**config.mk**
```make
export PLATFORM = sky130hd
export DESIGN_NAME = demux_frame_sequencer
export DESIGN_NICKNAME = d
export VERILOG_FILES = /design/src/rtl/demux_frame_sequencer.sv
export SDC_FILE = /design/constraint.sdc
export NUM_CORES = 1
export LEC_CHECK = 0
export BUFFER_PORTS_ARGS = -buffer_cell sky130_fd_sc_hd__buf_2
export CAP_MARGIN = 20
export CORE_MARGIN = 1.5
export CORE_UTILIZATION = 40
export CTS_CLUSTER_DIAMETER = 30
export DETAILED_ROUTE_END_ITERATION = 8
export SLEW_MARGIN = 20
export SYNTH_ARGS = -nofsm -noshare
export SYNTH_HDL_FRONTEND = slang
export SYNTH_SLANG_ARGS = --single-unit
```
**constraint.sdc**
```tcl
create_clock -name clk -period 2.55 [get_ports clk]
set_input_delay 0.1275 -clock clk [delete_from_list [all_inputs] [get_ports clk]]
set_output_delay 0.1275 -clock clk [all_outputs]
set_load 0.01 [all_outputs]
```
**src/rtl/demux_frame_sequencer.sv**
```systemverilog
// demux_frame_sequencer
// Feeds the 1-to-4 behavioural demux datapath. It accepts channel-tagged words
// over a valid/ready handshake and serialises each word LSB-first onto `d`.
// While a frame is shifted out, `s` holds the tagged channel. A pending register
// sits in front of the active shift register, so frames can run back-to-back,
// and an optional idle gap can follow each frame.
module demux_frame_sequencer #(
    parameter int DATA_W     = 8,
    parameter int GAP_CYCLES = 1
) (
    input  logic              clk,
    input  logic              rst_n,
    input  logic              in_valid,
    output logic              in_ready,
    input  logic [DATA_W-1:0] in_data,
    input  logic [1:0]        in_ch,
    output logic              d,
    output logic [1:0]        s,
    output logic              busy,
    output logic              frame_done
);

    // Bit counter width; a one-bit frame still needs a one-bit counter.
    localparam int CNT_W = (DATA_W > 1) ? $clog2(DATA_W) : 1;
    localparam logic [CNT_W-1:0] LAST_BIT = CNT_W'(DATA_W - 1);
    // Gap counter compares against GAP_CYCLES-1; unused when GAP_CYCLES is 0.
    localparam logic [3:0] GAP_LAST = 4'((GAP_CYCLES > 0) ? (GAP_CYCLES - 1) : 0);

    typedef enum logic [1:0] {
        IDLE  = 2'd0,
        SHIFT = 2'd1,
        GAP   = 2'd2
    } state_t;

    state_t            state;
    logic [DATA_W-1:0] shreg;
    logic [DATA_W-1:0] pend_data;
    logic [1:0]        pend_ch;
    logic              pend_full;
    logic [CNT_W-1:0]  cnt;
    logic [CNT_W-1:0]  cnt_nxt;
    logic [3:0]        gap_cnt;
    logic              accept;
    logic              load;
    logic              frame_end;

    // in_ready depends only on the pending flag, never on in_valid.
    assign in_ready = !pend_full;
    assign accept   = in_valid && in_ready;
    assign busy     = (state != IDLE);

    // Decide when the shift register takes the pending word.
    always_comb begin
        frame_end = (state == SHIFT) && (cnt == LAST_BIT);
        cnt_nxt   = cnt + 1'b1;
        load      = 1'b0;
        case (state)
            IDLE:    load = pend_full;
            SHIFT:   load = frame_end && (GAP_CYCLES == 0) && pend_full;
            GAP:     load = (gap_cnt == GAP_LAST) && pend_full;
            default: load = 1'b0;
        endcase
    end

    // Pending-buffer occupancy: fill on a transfer, empty when the frame loads.
    always_ff @(posedge clk or negedge rst_n) begin
        if (!rst_n) begin
            pend_full <= 1'b0;
        end else if (accept) begin
            pend_full <= 1'b1;
        end else if (load) begin
            pend_full <= 1'b0;
        end
    end

    // Pending word payload, captured at the transfer edge.
    always_ff @(posedge clk) begin
        if (accept) begin
            pend_data <= in_data;
            pend_ch   <= in_ch;
        end
    end

    // Active shift register; bit 0 goes straight to `d` at load, the rest follow.
    always_ff @(posedge clk) begin
        if (load) begin
            shreg <= pend_data >> 1;
        end else if (state == SHIFT) begin
            shreg <= shreg >> 1;
        end
    end

    // Frame FSM with registered d, s and frame_done.
    always_ff @(posedge clk or negedge rst_n) begin
        if (!rst_n) begin
            state      <= IDLE;
            d          <= 1'b0;
            s          <= 2'b00;
            frame_done <= 1'b0;
            cnt        <= '0;
            gap_cnt    <= '0;
        end else begin
            frame_done <= 1'b0;
            if (load) begin
                // s changes only here, so the channel is stable for the whole frame.
                s          <= pend_ch;
                d          <= pend_data[0];
                cnt        <= '0;
                gap_cnt    <= '0;
                frame_done <= (DATA_W == 1);
                state      <= SHIFT;
            end else begin
                case (state)
                    IDLE: begin
                        d <= 1'b0;
                    end
                    SHIFT: begin
                        if (frame_end) begin
                            d       <= 1'b0;
                            gap_cnt <= '0;
                            state   <= (GAP_CYCLES > 0) ? GAP : IDLE;
                        end else begin
                            d          <= shreg[0];
                            cnt        <= cnt_nxt;
                            frame_done <= (cnt_nxt == LAST_BIT);
                        end
                    end
                    GAP: begin
                        d <= 1'b0;
                        if (gap_cnt == GAP_LAST) begin
                            state <= IDLE;
                        end else begin
                            gap_cnt <= gap_cnt + 1'b1;
                        end
                    end
                    default: begin
                        d     <= 1'b0;
                        state <= IDLE;
                    end
                endcase
            end
        end
    end

endmodule

```
* After elaboration in Yosys (flattened, before gate mapping)
Cells that the tools add are included.
Cells by class: add/subtract/negate cells 2, eq/ne operators 9, muxes and demuxes 22, reduce and logical (&&, ||, !) cells 13
Operators by type and width (count):
- 7-bit two-way mux | 2
- 4-bit two-way mux | 3
- 3-bit two-way mux | 3
- 3-bit != test (second input constant) | 3
- 1-bit two-way mux | 8
- 4-bit case mux with 2 select lines | 1
- 3-bit equality test (second input constant) | 2
- 2-bit two-way mux | 3
- 2-bit case mux with 3 select lines | 1
- 3-bit AND reduction | 2
- 2-bit nonzero test | 3
- 4-bit by 1-bit adder with 4-bit output (second input constant) | 1
- 4-bit logical NOT | 1
- 2-bit != test (second input constant) | 2
- 3-bit by 1-bit adder with 3-bit output (second input constant) | 1
- 1-bit logical AND | 3
- 3-bit nonzero test | 1
- 2-bit by 1-bit equality test with 1-bit output (second input constant) | 1
- 2-bit equality test (second input constant) | 1
- 2-bit logical NOT | 1
- 1-bit case mux with 2 select lines | 1
- 2-bit AND reduction | 1
- 1-bit logical NOT | 1
Storage, ports and cells: register bits 31, word-level logic and storage cells 56

* Longest topological paths before layout
Gate-level depths: netlist of run 1.
depth in word-level cells 5, mapped depth 7

* Least setup slack after synthesis of run 1
Ideal clock, no wire load.
kind register to register, start register gap_cnt[0], end register shreg[0], data pin, setup time 260 ps, data arrival time 1947 ps, data required time 2290 ps, setup slack 343 ps, cell stages (with the launch flop) 8, path buffers 2, clock period less this slack 2207 ps, cell sequence dfrtp_1 > inv_1 > ha_1 > or3b_1 > buf_6 > a211oi_4 > buf_6 > mux2_4
Between the ends: cells in the longest elaborated chain, start to end 4
RTL lines:
- start: declaration | RTL line 42 | logic [3:0] gap_cnt;
- start signal: assignment | RTL line 133 | gap_cnt <= gap_cnt + 1'b1;
- 4-bit logical NOT | RTL line 60 | GAP: load = (gap_cnt == GAP_LAST) && pend_full;
- 1-bit logical AND | RTL line 60
- 1-bit case mux with 2 select lines | RTL line 57 | case (state)
- 7-bit two-way mux | RTL line 86 | if (load) begin
- end signal: assignment | RTL line 87 | shreg <= pend_data >> 1;
- end signal: assignment | RTL line 89 | shreg <= shreg >> 1;
- end: declaration | RTL line 36 | logic [DATA_W-1:0] shreg;
No other way between the ends. A chain may end at the register's enable or synchronous reset.

* Final worst setup path of run 1
start register gap_cnt[0], end register shreg[0] (enable)
Between the ends: cells in the longest elaborated chain, start to end 4
RTL lines (RTL line):
- 4-bit logical NOT | 60
- 1-bit logical AND | 60
- 1-bit case mux with 2 select lines | 57
- 2-bit nonzero test (no line)
No other way between the ends.

==> results of run 1 <==
state kept, by name, indices dropped and copies added, names as in the netlist:
name,count
pend_data,8
pend_ch,2
d,1
cnt,3
s,2
state,2
frame_done,1
pend_full,1
shreg,7
gap_cnt,4
worst max-delay path by stage:
stage | startpoint | to | cells past startpoint
5_1_grt | gap_cnt[0]$_DFFE_PN0P_ | shreg[0]$_DFFE_PP_ | 6
6_report | gap_cnt[0]$_DFFE_PN0P_ | shreg[0]$_DFFE_PP_ | 6
3_5_place_dp | gap_cnt[0]$_DFFE_PN0P_ | shreg[2]$_DFFE_PP_ | 6
2_1_floorplan | gap_cnt[0]$_DFFE_PN0P_ | shreg[0]$_DFFE_PP_ | 7
3_3_place_gp | gap_cnt[0]$_DFFE_PN0P_ | shreg[4]$_DFFE_PP_ | 6
4_1_cts | gap_cnt[0]$_DFFE_PN0P_ | shreg[0]$_DFFE_PP_ | 6
worst min-delay path, stage by stage:
cell	delay, ns
buf_2	0.09
nor2_1	0.04
nor2_1	0.08
cells by family (layout without fill, tap and decap cells):
logic type / count (synthesis) / count (layout) / synth area share (%)
buffers and inverters: 10 / 46 / 3.850
AND/OR/NAND/NOR: 31 / 31 / 12.83
flip-flops: 31 / 31 / 63.06
multiplexers: 10 / 10 / 8.616
adder cells (fa/ha/maj): 5 / 5 / 4.583
AO/OA/AOI/OAI: 11 / 11 / 7.059
power groups by stage:
stage | registers (mW) | logic (mW) | clock network [mW]
after CTS | 0.819 | 0.512 | 0.308
after global placement | 0.826 | 0.479 | 0
after global routing | 0.841 | 0.567 | 0.328
after detailed placement | 0.828 | 0.498 | 0
final | 0.817 | 0.503 | 0.294
after floorplan | 0.803 | 0.370 | 0
synthesized netlist by cell type (3+ instances only):
cell type,n,area (um^2)
inv_1,6,22.52
nand2b_1,4,25.02
nor2_1,3,11.26
edfxtp_1,17,510.5
ha_1,5,62.56
mux2_2,6,67.56
dfrtp_1,14,350.3
nand2_1,8,30.03
metrics by stage:
| step | hold slack, ns | util, % | std cells |
|---|---|---|---|
| after floorplan | -0.1681 | - | 98 |
| after global placement | 0.04048 | 45.46 | 161 |
| after detailed placement | 0.04612 | 45.46 | 161 |
| after CTS | 0.04279 | 50.60 | 180 |
| after global routing | 0.05519 | 50.60 | 180 |
| final | 0.05052 | 50.60 | 180 |
metal layers:
layer  part of all wire [%]  track usage [%]  vias up
met5                      0                0        -
met4                   0.86            6.991        0
met3                    3.8            5.042        2
met2                     48            20.36       21
met1                     47            17.63      398
li1                       -                -      424
cell type report:
type	instances	area (um^2)	share of cell area, %
Multi-Input combinational cell	57	451.7	26.96
Timing Repair Buffer	32	222.7	13.29
Sequential cell	31	860.8	51.38
Clock buffer	7	55.05	3.286
Tap cell	46	57.56	3.435
Inverter	6	22.52	1.344
Clock inverter	1	5.005	0.2987
repair_timing:
| item | CTS | global route |
|---|---|---|
| endpoints found under the hold margin | 24 | 0 |
| setup endpoints to repair | 0 | 0 |
| gates resized for setup | 0 | 0 |
| hold buffers | 11 | 0 |
==> flow_metrics.env, run 1 <==
export IMPL_power_frac_seq_pct=50.6
export IMPL_path_cells="inv_1 > ha_1 > or3b_1 > a211oi_4 > buf_4 > a21o_1"
export IMPL_final_common_cell="buf_2"
export IMPL_diodes=0
export IMPL_cpLargestDelayFamily="compound AO/OA/AOI/OAI gates"
export IMPL_setup_viol=0
export IMPL_place_congestion=0.7781
export IMPL_max_cap_violations=0
export IMPL_final_setup_skew_ns=0.006158
export IMPL_max_stage_delay_ns=0.46
export IMPL_max_freq_ghz=0.4459
export IMPL_post_route_cell_area_um2=1675
export IMPL_r2r_end="shreg[0]$_DFFE_PP_"
export IMPL_synth_net_count=116
export IMPL_p_leak_nw=0.7190
export IMPL_area_growth_pct=22.73
export IMPL_asyncSetResetFlopFracSynth_pct=45.16
export IMPL_finalPower_mw=1.614
export IMPL_dieArea_um2=3772
export IMPL_yosys_warnings=0
export IMPL_final_net_count=151
export IMPL_rsz0062_at_grt="no"
export IMPL_numCtsBuffers=5
export IMPL_drc=0
export IMPL_reg2reg_depth=6
export IMPL_synthFlopType="edfxtp_1"
export IMPL_hold_class="in2reg"
export IMPL_h_tree_depth=2
export IMPL_p_sw_uw=498.7
export IMPL_slew_violations=0
export IMPL_drive_above_1_share_pct=29.10
export IMPL_seq_area_frac_synth_pct=63.06
export IMPL_cts_sinks=31
export IMPL_grt_pass1_wl_um=3622
export IMPL_power_frac_comb_pct=31.2
export IMPL_wl_um=2199
export IMPL_grt_use_total_pct=13.71
export IMPL_initial_utilization_pct=41.23
export IMPL_grt_ovfl_total=0
export IMPL_core_um2=3311
export IMPL_rrSetupSlack_ns=0.31
export IMPL_slew_headroom_pct=69.55
export IMPL_worst_slack_ns=0.3075
export IMPL_synth_seq_cells=31
export IMPL_ant_nets=0
export IMPL_synth_edf_count=17
export IMPL_syn_inst=98
export IMPL_min_from="in_valid"
export IMPL_dp_hpwl_um=1542
export IMPL_yosysUniqueCellTypes=34
export IMPL_finalHoldViolCount=0
export IMPL_max_vdd_ir_drop_mv=0.4760
export IMPL_fp_dieW_um=61.42
export IMPL_critPathKind="reg2reg"
export IMPL_timing_rr_start="gap_cnt[0]$_DFFE_PN0P_"
export IMPL_crit_fanout=13
export IMPL_clk_latency_ns=0.32
export IMPL_placed_cell_area_um2=1505
export IMPL_first_pass_iters=4
export IMPL_postCtsSetupBuffers=0
export IMPL_syn_mean_instance_area_um2=13.93
export IMPL_cp_start_kind="flip-flop"
export IMPL_required_ns=2.56
export IMPL_drt_iter0_drc=41
export IMPL_placementRows=21
export IMPL_pwr_share_clk_pct=18.2
export IMPL_cp_num_buf_inv=2
export IMPL_worst_pin_slew_ns=0.4557
export IMPL_power_internal_mw=1.115
export IMPL_io_pins=19
export IMPL_netlist_area_um2=1365
export IMPL_grt_start_max_net_pins=16
export IMPL_min_period_ns=2.243
export IMPL_whs_path_depth=3
export IMPL_dp_slack_ns=0.3118
export IMPL_p_per_area_nw_per_um2=963.4
export IMPL_clk_pin_slew_ns=0.09
export IMPL_mostFrequentLayoutCells="18 x buf_2, 17 x edfxtp_1, 14 x dfrtp_1"
export IMPL_die_y_um=61.42
export IMPL_crit_slowest_cell="or3b_1"
export IMPL_cts_tree="built"
export IMPL_period_share_pct=87.94
export IMPL_vias=845
export IMPL_fillers=294
export IMPL_portBuffers=18
export IMPL_status="complete, no violations"
export IMPL_first_global_vias=844
export IMPL_vias_per_cell=4.694
export IMPL_worst_ep_arrival_time_ns=2.25
export IMPL_cts_root_buffer="clkbuf_4"
export IMPL_p_sw_share_pct=30.90
export IMPL_wl_per_cell_um=12.22
export IMPL_fin_setup_tns_ns=0
export IMPL_cp_end_kind="flip-flop"
export IMPL_grt_antenna_before_repair=0
export IMPL_min_to="pend_full$_DFFE_PN0P_"
export IMPL_cts_max_path_buffers=2
Note: power is estimated with default switching activity, not from simulation.
==> run 2, diff against run 1 <==
REMOVE_ABC_BUFFERS = 1   (was default)
==> run 2 against run 1 <==
Total power fell by 2.4%. Final cell count fell by 1.1%. Fmax fell by 2.5%. Critical endpoint is now shreg[4]$_DFFE_PP_. Worst hold slack got worse by 0.019 ns. Clock skew barely moved. Die area did not move. Wire length rose by 5.7%. Sequential power barely moved. Core utilization fell by 0.79 points.
==> flow_metrics.env, run 2 (synthesized netlist as in run 1, its figures left out) <==
export IMPL_fillers=310
export IMPL_max_vdd_ir_drop_mv=0.5102
export IMPL_finalHoldViolCount=0
export IMPL_wl_per_cell_um=13.06
export IMPL_core_um2=3311
export IMPL_p_sw_share_pct=31.94
export IMPL_grt_pass1_wl_um=3898
export IMPL_ant_nets=0
export IMPL_grt_use_total_pct=15.13
export IMPL_grt_ovfl_total=0
export IMPL_h_tree_depth=2
export IMPL_fin_setup_tns_ns=0
export IMPL_period_share_pct=90.18
export IMPL_cts_tree="built"
export IMPL_min_from="in_valid"
export IMPL_io_pins=19
export IMPL_cts_max_path_buffers=2
export IMPL_slew_headroom_pct=41.69
export IMPL_crit_start="gap_cnt[0]$_DFFE_PN0P_"
export IMPL_cts_sinks=31
export IMPL_power_internal_mw=1.073
export IMPL_final_common_cell="buf_2"
export IMPL_initial_utilization_pct=41.23
export IMPL_setup_viol=0
export IMPL_drc=0
export IMPL_vias_per_cell=4.888
export IMPL_p_per_area_nw_per_um2=955.6
export IMPL_grt_antenna_before_repair=0
export IMPL_max_cap_violations=0
export IMPL_wl_um=2325
export IMPL_final_setup_skew_ns=0.006298
export IMPL_min_period_ns=2.300
export IMPL_vias=870
export IMPL_p_leak_nw=0.7006
export IMPL_numCtsBuffers=5
export IMPL_first_global_vias=861
export IMPL_timing_hold_ws_ns=0.03157
export IMPL_max_freq_ghz=0.4348
export IMPL_critPathKind="reg2reg"
export IMPL_fp_dieW_um=61.42
export IMPL_slew_violations=0
export IMPL_postCtsSetupBuffers=0
export IMPL_portBuffers=18
export IMPL_drive_above_1_share_pct=26.52
export IMPL_hold_class="in2reg"
export IMPL_cts_root_buffer="clkbuf_4"
export IMPL_area_growth_pct=20.81
export IMPL_clk_latency_ns=0.32
export IMPL_power_frac_seq_pct=52.0
export IMPL_reg_top3="pend_data x8, shreg x7, gap_cnt x4"
export IMPL_diodes=0
export IMPL_clk_pin_slew_ns=0.10
export IMPL_cp_end_kind="flip-flop"
export IMPL_die_y_um=61.42
export IMPL_final_net_count=149
export IMPL_rsz0062_at_grt="no"
export IMPL_cp_start_kind="flip-flop"
export IMPL_top_register="pend_data"
export IMPL_dieArea_um2=3772
export IMPL_p_sw_uw=503.3
export IMPL_worst_pin_slew_ns=0.8729
export IMPL_required_ns=2.63
export IMPL_power_frac_comb_pct=31.1
export IMPL_status="complete, no violations"
export IMPL_drt_iter0_drc=19
export IMPL_place_congestion=0.7828
export IMPL_pwr_share_clk_pct=16.9
export IMPL_first_pass_iters=4
export IMPL_worst_ep_arrival_time_ns=2.38
export IMPL_dp_hpwl_um=1529
export IMPL_mostFrequentLayoutCells="18 x buf_2, 17 x edfxtp_1, 14 x dfrtp_1"
export IMPL_grt_start_max_net_pins=17
export IMPL_largest_reg_flops=8
export IMPL_placementRows=21
export IMPL_timing_rr_start="gap_cnt[0]$_DFFE_PN0P_"
export IMPL_crit_fanout=16
-- run 2: cell count changes in the layout (fill, tap and decap cells not counted), sizes merged --
cell / before / now
buf: 21 / 19
clkbuf: 7 / 6
clkinv: 1 / 2
-- run 2: final timing paths --
check	slack [ns]	to	depth (start not counted)
min in group asynchronous	0.22	gap_cnt[1]$_DFFE_PN0P_	2
worst max register to register	0.25	shreg[4]$_DFFE_PP_	6
worst min-delay path	0.03	pend_full$_DFFE_PN0P_	3
worst max-delay path	0.25	shreg[4]$_DFFE_PP_	6
worst min register to register	0.48	d$_DFF_PN0_	1
max in group asynchronous	2.09	pend_full$_DFFE_PN0P_	2
-- run 2: power by group through the flow --
stage,Clock (mW),Combinational [mW],Sequential (mW)
detailed placement,0,0.485,0.830
CTS,0.273,0.498,0.820
finish,0.266,0.489,0.820
global route,0.291,0.550,0.845
floorplan,0,0.337,0.817
global placement,0,0.470,0.825
-- run 2: layout make-up --
cell class / count / area [um^2] / area share [%]
clock buffer: 6 / 41.29 / 2.504
clock inverter: 2 / 7.507 / 0.4552
timing repair buffer: 30 / 207.7 / 12.59
tap: 46 / 57.56 / 3.490
sequential: 31 / 860.8 / 52.20
multi-input combinational: 57 / 451.7 / 27.39
inverter: 6 / 22.52 / 1.366
-- run 2: metal layers --
metal / track usage, % / wire, um
met1: 18.94 / 1115
met2: 22.80 / 1091
met4: 10.03 / 51
met5: 0 / 0
met3: 4.412 / 67
-- run 2: repair_timing --
item	CTS	global route
endpoints found under the hold margin	24	0
hold buffers	11	0
resized for setup	0	0
-- run 2: metrics by stage --
stage	power (mW)	instances	utilization (%)	cell area, um^2	worst slack (ns)
4_1_cts	1.590	178	49.81	1649	0.2408
3_5_place_dp	1.314	159	45.01	1490	0.2522
3_3_place_gp	1.294	159	45.01	1490	0.3416
6_report	1.576	178	49.81	1649	0.2503
2_1_floorplan	1.154	94	-	1335	0.2834
5_1_grt	1.686	178	49.81	1649	0.1403
-- run 2: critical path, cell delays in order, from the launching register on --
cell and delay, ns:
dfrtp_1 0.42, inv_1 0.11, ha_1 0.18, or3b_1 0.47, a211oi_4 0.27, buf_4 0.25, mux2_2 0.35
==> run 3, diff against run 2 <==
CORE_UTILIZATION = 55   (was 40)
PLACE_DENSITY = 0.77   (was default)
==> run 3 against run 2 <==
Total power shrank 0.79%. Critical path type unchanged. Register-to-register slack gained 0.04 ns. Clock power is essentially flat. Non-clock buffer count is the same.
==> flow_metrics.env, run 3 (synthesized netlist as in run 1, its figures left out) <==
export IMPL_die_y_um=52.82
export IMPL_core_um2=2276
export IMPL_portBuffers=18
export IMPL_dieArea_um2=2790
export IMPL_rrSetupSlack_ns=0.29
export IMPL_cp_start_kind="flip-flop"
export IMPL_wl_per_cell_um=13.86
export IMPL_fp_dieW_um=52.82
export IMPL_worst_slack_ns=0.2926
export IMPL_period_share_pct=88.52
export IMPL_grt_start_max_net_pins=17
export IMPL_min_period_ns=2.257
export IMPL_grt_pass1_wl_um=3753
export IMPL_final_cells=160
export IMPL_h_tree_depth=2
export IMPL_vias_per_cell=5.338
export IMPL_worst_pin_slew_ns=0.8589
export IMPL_vias=854
export IMPL_timing_rr_start="gap_cnt[0]$_DFFE_PN0P_"
export IMPL_place_congestion=0.8027
export IMPL_drive_above_1_share_pct=27.27
export IMPL_worst_ep_arrival_time_ns=2.34
export IMPL_rsz0062_at_grt="no"
export IMPL_whs_path_depth=3
export IMPL_max_cap_violations=0
export IMPL_mostFrequentLayoutCells="18 x buf_2, 17 x edfxtp_1, 14 x dfrtp_1"
export IMPL_min_to="pend_full$_DFFE_PN0P_"
export IMPL_grt_ovfl_total=0
export IMPL_reg_top3="pend_data x8, shreg x7, gap_cnt x4"
export IMPL_first_pass_iters=4
export IMPL_critPathKind="reg2reg"
export IMPL_area_growth_pct=19.25
export IMPL_cts_sinks=31
export IMPL_cts_tree="built"
export IMPL_grt_use_total_pct=19.94
export IMPL_slew_headroom_pct=42.62
export IMPL_first_global_vias=856
export IMPL_dp_hpwl_um=1449
export IMPL_cts_max_path_buffers=2
export IMPL_grt_antenna_before_repair=0
export IMPL_numCtsBuffers=5
export IMPL_drc=0
export IMPL_fin_setup_tns_ns=0
export IMPL_seqCellArea_um2=860.8
export IMPL_wl_um=2217
export IMPL_min_from="in_valid"
export IMPL_initial_utilization_pct=59.98
export IMPL_drt_iter0_drc=16
export IMPL_hold_class="in2reg"
export IMPL_multi_input_area_um2=451.7
export IMPL_max_freq_ghz=0.4430
export IMPL_clk_latency_ns=0.32
export IMPL_dp_cells=141
export IMPL_status="complete, no violations"
export IMPL_postCtsSetupBuffers=0
export IMPL_dp_slack_ns=0.2927
export IMPL_r2r_end="shreg[2]$_DFFE_PP_"
export IMPL_p_leak_nw=0.7025
export IMPL_crit_fanout=16
export IMPL_final_net_count=149
export IMPL_p_per_area_nw_per_um2=960.5
export IMPL_ant_nets=0
export IMPL_diodes=0
export IMPL_clk_pin_slew_ns=0.09
export IMPL_cp_end_kind="flip-flop"
export IMPL_post_route_cell_area_um2=1628
export IMPL_slew_violations=0
export IMPL_required_ns=2.63
export IMPL_final_setup_skew_ns=0.01104
export IMPL_finalHoldViolCount=0
export IMPL_cts_root_buffer="clkbuf_4"
export IMPL_top_register="pend_data"
export IMPL_io_pins=19
export IMPL_fillers=153
export IMPL_placementRows=17
export IMPL_reg2reg_depth=6
export IMPL_max_vdd_ir_drop_mv=0.7515
export IMPL_setup_viol=0
export IMPL_final_common_cell="buf_2"
export IMPL_placed_cell_area_um2=1468
export IMPL_finalPower_mw=1.563
export IMPL_largest_reg_flops=8
run 3: worst max-delay path by stage:
stage                                      start  slack, ns                  to  cells after the start
after floorplan           gap_cnt[0]$_DFFE_PN0P_       0.28  shreg[2]$_DFFE_PP_                      5
after global placement    gap_cnt[0]$_DFFE_PN0P_       0.36  shreg[4]$_DFFE_PP_                      6
after detailed placement  gap_cnt[0]$_DFFE_PN0P_       0.29  shreg[2]$_DFFE_PP_                      6
after CTS                 gap_cnt[0]$_DFFE_PN0P_       0.29  shreg[5]$_DFFE_PP_                      6
after global routing      gap_cnt[0]$_DFFE_PN0P_       0.14  shreg[3]$_DFFE_PP_                      6
final                     gap_cnt[0]$_DFFE_PN0P_       0.29  shreg[2]$_DFFE_PP_                      6
run 3: metal layers:
| layer | global-route usage, % | vias to the layer above | wire (um) |
|---|---|---|---|
| met5 | 0 | - | 0 |
| met4 | 10.26 | 0 | 37 |
| met3 | 6.000 | 5 | 79 |
| met2 | 32.71 | 18 | 1111 |
| met1 | 23.47 | 406 | 989 |
| li1 | - | 425 | - |
run 3: what timing repair did:
item,CTS,global route
gates resized for setup,0,0
hold endpoints to repair,24,0
setup endpoints to repair,0,0
hold buffers,11,0
run 3: cell type report:
| type | instances | share of cell area [%] |
|---|---|---|
| Multi-Input combinational cell | 57 | 27.75 |
| Inverter | 6 | 1.384 |
| Timing Repair Buffer | 30 | 12.76 |
| Clock buffer | 7 | 2.767 |
| Clock inverter | 1 | 0.3075 |
| Tap cell | 28 | 2.152 |
| Sequential cell | 31 | 52.88 |
run 3: stage by stage:
| stage | util (%) | hold slack, ns |
|---|---|---|
| 3_5_place_dp | 64.49 | 0.04193 |
| 4_1_cts | 71.52 | 0.03380 |
| 5_1_grt | 71.52 | 0.04243 |
| 2_1_floorplan | - | -0.1681 |
| 6_report | 71.52 | 0.04526 |
| 3_3_place_gp | 64.49 | 0.04073 |
run 3: worst max-delay path, stage by stage, from the launching register on:
cell	delay, ns
dfrtp_1	0.41
inv_1	0.10
ha_1	0.18
or3b_1	0.46
a211oi_4	0.26
buf_4	0.25
mux2_2	0.35
run 3: report_power, final:
group,internal [mW],switching [mW]
Sequential,0.720,0.0970
Combinational,0.249,0.233
Clock,0.107,0.157
